**src/rtl/i2c_controller_pkg.sv**
```systemverilog
// Shared definitions for the I2C master sequencer: state encodings and bit-count constants.
package i2c_controller_pkg;

  typedef enum logic [7:0] {
    IDLE       = 8'd0,
    START      = 8'd1,
    ADDRESS    = 8'd2,
    READ_ACK   = 8'd3,
    WRITE_DATA = 8'd4,
    READ_ACK2  = 8'd5,
    READ_DATA  = 8'd6,
    WRITE_ACK2 = 8'd7,
    STOP       = 8'd8
  } i2c_state_t;

  // Bit index loaded at the start of each byte (MSB first).
  localparam logic [3:0] COUNT_RST = 4'd7;

endpackage

```
**src/rtl/i2c_clk_divider.sv**
```systemverilog
// Divides the system clock down to the I2C bit clock; i2c_clk toggles every DIVIDE clk cycles.
module i2c_clk_divider #(
  parameter int DIVIDE = 4
) (
  input  logic clk,
  input  logic resetN,
  output logic i2c_clk
);

  localparam logic [7:0] LAST = 8'(DIVIDE - 1);

  logic [7:0] div_cnt_q;
  logic       i2c_clk_q;

  // Count 0..DIVIDE-1, wrap and toggle the bit clock; bit clock idles high out of reset.
  always_ff @(posedge clk or negedge resetN) begin
    if (!resetN) begin
      div_cnt_q <= 8'd0;
      i2c_clk_q <= 1'b1;
    end else if (div_cnt_q == LAST) begin
      div_cnt_q <= 8'd0;
      i2c_clk_q <= ~i2c_clk_q;
    end else begin
      div_cnt_q <= div_cnt_q + 8'd1;
      i2c_clk_q <= i2c_clk_q;
    end
  end

  assign i2c_clk = i2c_clk_q;

endmodule

```
**src/rtl/i2c_controller.sv**
```systemverilog
// Master-side I2C transaction sequencer: single-byte write/read with address and data ACK handling.
// The FSM advances on the bit-clock rising edge; SDA/SCL enables are updated on the falling
// edge, alongside the datapath's SDA changes, so bus controls never glitch mid-bit.
module i2c_controller
  import i2c_controller_pkg::*;
#(
  parameter int DIVIDE = 4
) (
  input  logic       clk,
  input  logic       resetN,
  input  logic       enable,
  input  logic       rw,
  input  logic       SDA_in,
  output logic       i2c_clk,
  output logic       i2c_scl,
  output logic [7:0] state,
  output logic [3:0] count,
  output logic       i2c_scl_en,
  output logic       i2c_write_en,
  output logic       ready,
  output logic       ack_error
);

  i2c_state_t state_q;
  logic [3:0] count_q;
  logic       ack_error_q;
  logic       scl_en_q;
  logic       write_en_q;

  i2c_clk_divider #(.DIVIDE(DIVIDE)) u_div (
    .clk     (clk),
    .resetN  (resetN),
    .i2c_clk (i2c_clk)
  );

  // Protocol FSM: state, bit index and sticky NACK flag advance on the bit-clock rising edge.
  always_ff @(posedge i2c_clk or negedge resetN) begin
    if (!resetN) begin
      state_q     <= IDLE;
      count_q     <= 4'd0;
      ack_error_q <= 1'b0;
    end else begin
      case (state_q)
        IDLE: begin
          if (enable) state_q <= START;
          else        state_q <= IDLE;
        end
        START: begin
          ack_error_q <= 1'b0;
          count_q     <= COUNT_RST;
          state_q     <= ADDRESS;
        end
        ADDRESS: begin
          if (count_q == 4'd0) state_q <= READ_ACK;
          else                 count_q <= count_q - 4'd1;
        end
        READ_ACK: begin
          if (!SDA_in) begin
            count_q <= COUNT_RST;
            state_q <= rw ? READ_DATA : WRITE_DATA;
          end else begin
            ack_error_q <= 1'b1;
            state_q     <= STOP;
          end
        end
        WRITE_DATA: begin
          if (count_q == 4'd0) state_q <= READ_ACK2;
          else                 count_q <= count_q - 4'd1;
        end
        READ_ACK2: begin
          if (SDA_in) ack_error_q <= 1'b1;
          else        ack_error_q <= ack_error_q;
          state_q <= STOP;
        end
        READ_DATA: begin
          if (count_q == 4'd0) state_q <= WRITE_ACK2;
          else                 count_q <= count_q - 4'd1;
        end
        WRITE_ACK2: state_q <= STOP;
        STOP:       state_q <= IDLE;
        default:    state_q <= IDLE;
      endcase
    end
  end

  // Bus enables decoded from the current state and registered on the bit-clock falling edge.
  always_ff @(negedge i2c_clk or negedge resetN) begin
    if (!resetN) begin
      scl_en_q   <= 1'b0;
      write_en_q <= 1'b0;
    end else begin
      case (state_q)
        IDLE:       begin scl_en_q <= 1'b0; write_en_q <= 1'b0; end
        START:      begin scl_en_q <= 1'b0; write_en_q <= 1'b1; end
        ADDRESS:    begin scl_en_q <= 1'b1; write_en_q <= 1'b1; end
        READ_ACK:   begin scl_en_q <= 1'b1; write_en_q <= 1'b0; end
        WRITE_DATA: begin scl_en_q <= 1'b1; write_en_q <= 1'b1; end
        READ_ACK2:  begin scl_en_q <= 1'b1; write_en_q <= 1'b0; end
        READ_DATA:  begin scl_en_q <= 1'b1; write_en_q <= 1'b0; end
        WRITE_ACK2: begin scl_en_q <= 1'b1; write_en_q <= 1'b1; end
        STOP:       begin scl_en_q <= 1'b0; write_en_q <= 1'b1; end
        default:    begin scl_en_q <= 1'b0; write_en_q <= 1'b0; end
      endcase
    end
  end

  assign state        = state_q;
  assign count        = count_q;
  assign ack_error    = ack_error_q;
  assign i2c_scl_en   = scl_en_q;
  assign i2c_write_en = write_en_q;
  assign i2c_scl      = scl_en_q ? i2c_clk : 1'b1;
  assign ready        = (state_q == IDLE);

endmodule

```
**config.mk**
```make
export PLATFORM = sky130hd
export DESIGN_NAME = i2c_controller
export DESIGN_NICKNAME = d
export VERILOG_FILES = /design/src/rtl/i2c_controller_pkg.sv /design/src/rtl/i2c_clk_divider.sv /design/src/rtl/i2c_controller.sv
export SDC_FILE = /design/constraint.sdc
export NUM_CORES = 1
export LEC_CHECK = 0
export ABC_AREA = 0
export CAP_MARGIN = 30
export CORE_MARGIN = 4
export CORE_UTILIZATION = 30
export DETAILED_ROUTE_END_ITERATION = 16
export SLEW_MARGIN = 20
export SYNTH_ARGS = -nofsm -noshare
export SYNTH_HDL_FRONTEND = slang
export SYNTH_SLANG_ARGS = --single-unit
export TNS_END_PERCENT = 5
```
**constraint.sdc**
```tcl
create_clock -name clk -period 1.68 [get_ports clk]
set_input_delay 0.42 -clock clk [delete_from_list [all_inputs] [get_ports clk]]
set_output_delay 0.42 -clock clk [all_outputs]
set_load 0.05 [all_outputs]
```
==> results_dict.tcl <==
set metrics [dict create \
    clockRootBuffer "clkbuf_8" \
    ios 23 \
    seq_power_share_pct 42.7 \
    path_delay_family "flip-flops" \
    synthFlopType "dfrtp_1" \
    wl_um 2110 \
    internal-power_mw 0.397 \
    portBuffers 18 \
    setup_tns_ns 0 \
    dpl.hpwl_um 1670 \
    min_period_ns 1.57 \
    cp_slowest_cell "dfstp_2" \
    switching_share_pct 22.2 \
    cts_resized 0 \
    end_kind "primary output" \
    drt_iter0_markers 60 \
    place_area_sq_um 1360 \
    dp_cells 172 \
    max_freq_ghz 0.636 \
    critical_path.cell_chain "nand2b_1, buf_12" \
    avgSynthCellArea_sq_um 10.2 \
    synth_edf_count 0 \
    syn_area_sq_um 1100 \
    finalSetupViolations 0 \
    synthTopCellsByArea "dfrtp_1 (39%), ha_1 (6.8%), xnor2_1 (5.6%), dfrtn_1 (4.6%), nand3_1 (3.2%)" \
    synth_warnings 0 \
    regToRegStartpoint "u_div.div_cnt_q[4]" \
    untimed_endpoints 23 \
    cp_slowest_stage_delay_ns 0.60 \
    num-fill-cells 332 \
    fp-row-count 21 \
    final_cells 176 \
    firstDrtPassIters 4 \
    die_width_um 68.4 \
    power.share.clock_pct 48.1 \
    grt_usage_pct 10.0 \
    power.switching_mw 0.113 \
    syn_inst 107 \
    cts_tree "done" \
    cap_violations 0 \
    p_leak_nw 0.618 \
    first_global_vias 798 \
    vdd_drop_max_v 0.000400 \
    yosysMostFrequentCell "dfrtp_1" \
    cp_data_required_time_ns 1.26 \
    synthArstFlopShare_pct 100 \
    report.final.slew_viol_count 0 \
    path_clk_slew_ns 0.04 \
    wl_per_cell_um 12.0 \
    worst_pin_slew_ns 0.520 \
    r2r-end "u_div.i2c_clk" \
    cts_setup_buffers 0 \
    grt.overflow.total 0 \
    grt_setup_unrepaired "no" \
    power.density_nw_per_um2 364 \
    antenna_found_initial 0 \
    grt_pass1_wl_um 3570 \
    worstSkewPairLatency_ns 0.23 \
    finalHoldViolations 0 \
    reg2reg_depth 3 \
    hold_end "u_div.div_cnt_q[7]" \
    layout.nets 142 \
    drc 0 \
    worst-path-buf-inv 1 \
    criticalPathCategory "flop to primary output" \
    htreeDepth 1 \
    hold_buffers 0 \
    dieArea_sq_um 4680 \
    synth_largest_area_cell "dfrtp_1" \
    timing.hold.worst.class "flop to flop" \
    ant_nets 0 \
    outcome "finished clean" \
    start_util_pct 31.8 \
    gp_congestion 0.871 \
    reg2reg_slack_ns 0.14 \
    hp-start "u_div.div_cnt_q[7]" \
    via_per_inst 4.70 \
    worstPathMaxFanout 7 \
    pwr-share-comb_pct 9.2 \
    ys_types 36 \
    ys_seq_elements 20 \
    critPathLaunchType "flop" \
    min_path_cells 1 \
    die_h_um 68.4 \
    via_count 827 \
    synthTopCellsByCount "dfrtp_1 (17), inv_1 (9), nand2_1 (7), nand3_1 (7), xnor2_1 (7)" \
    ys_seq_area_share_pct 45.8 \
    synth.top_cell.area_share_pct 38.8 \
    fin_crit_sh_pct 93.6 \
    grt_max_degree 13 \
    cp.arrival_ns 1.15 \
    unclocked_pins 11 \
    diodes 0 \
    whs_ns 0.471 \
    coreArea_sq_um 3440 \
    clockBufferDepth 2 \
    drive_gt1_share_pct 12.3 \
    skew_ns 0.00130 \
    syn2layout_area_growth_pct 28.0 \
    slew_headroom_pct 65.2 \
    fin_area_sq_um 1400 \
    cts_buffers 3 \
]
==> power groups by stage <==
stage               combinational (mW)  sequential, mW  clock [mW]
floorplan                       0.0295           0.221           0
CTS                             0.0481           0.217       0.260
global route                    0.0517           0.217       0.275
detailed placement              0.0479           0.221           0
finish                          0.0472           0.218       0.245
global placement                0.0473           0.221           0
==> worst max-delay path by stage <==
stage                     cells past startpoint  slack [ns]       endpoint                from
final                                         2        0.11        i2c_scl       u_div.i2c_clk
after detailed placement                      3        0.15  u_div.i2c_clk  u_div.div_cnt_q[4]
after floorplan                               1        0.03        i2c_scl       u_div.i2c_clk
after CTS                                     2        0.09        i2c_scl       u_div.i2c_clk
after global routing                          2        0.07        i2c_scl       u_div.i2c_clk
after global placement                        3        0.19  u_div.i2c_clk  u_div.div_cnt_q[4]
==> flip-flops by register name, indices dropped and copies added, names as in the netlist <==
register,count
state,4
ack_error,1
i2c_scl_en,1
u_div.i2c_clk,1
count,4
i2c_write_en,1
u_div.div_cnt_q,8
==> cells by family (layout without fill, tap and decap cells) <==
kind of cell | count (synthesis) | count (layout) | share of synthesized area [%]
other cells | 1 | 4 | 0.342
mux | 4 | 4 | 3.77
buf+inv | 15 | 35 | 6.51
xor+xnor | 8 | 8 | 6.39
fa+ha+maj | 6 | 6 | 6.85
flops | 20 | 20 | 45.8
compound gates | 20 | 20 | 12.0
simple gates | 33 | 33 | 18.4
==> worst register-to-register path, stage by stage, from the launching register on <==
cell     delay [ns]
dfrtp_1        0.40
or4_4          0.56
nor4b_4        0.33
xor2_1         0.18
==> per-stage QoR <==
step	utilization, %	power [mW]	setup slack (ns)
4_1_cts	40.7	0.526	0.0885
3_3_place_gp	39.4	0.268	0.191
3_5_place_dp	39.4	0.269	0.151
6_report	40.7	0.510	0.107
2_1_floorplan	-	0.250	0.0276
5_1_grt	40.7	0.544	0.0673
==> per-layer routing <==
metal	share of wire, %	up-vias	global-route usage, %
li1	-	418	-
met1	45	387	12.4
met2	50	20	15.7
met3	4.6	2	1.64
met4	0.76	0	6.95
met5	0	-	0
==> cell usage in the layout, fill, tap and decap left out, types with 2 or more instances in the layout <==
master / count
a21oi_1: 3
o21ai_0: 4
nand3_1: 7
nor4bb_1: 2
dfrtp_1: 17
nor3_1: 2
dfrtn_1: 2
clkdlybuf4s50_1: 16
nand2b_1: 2
clkbuf_8: 3
nor2_1: 4
or2_2: 2
nand2_1: 7
and3_1: 2
inv_1: 9
buf_4: 4
conb_1: 4
mux2i_1: 3
xnor2_1: 7
ha_1: 6
a31oi_1: 5
buf_12: 2
==> area by class of cell <==
type / instances / area, sq um / area share [%]
clock buffers: 4 / 45.0 / 3.21
inverters: 9 / 33.8 / 2.41
multi-input cells: 75 / 534 / 38.1
flip-flops and latches: 20 / 502 / 35.8
well taps: 46 / 57.6 / 4.10
repair buffers: 22 / 230 / 16.4
No activity file was read; power rests on OpenSTA's default activity.
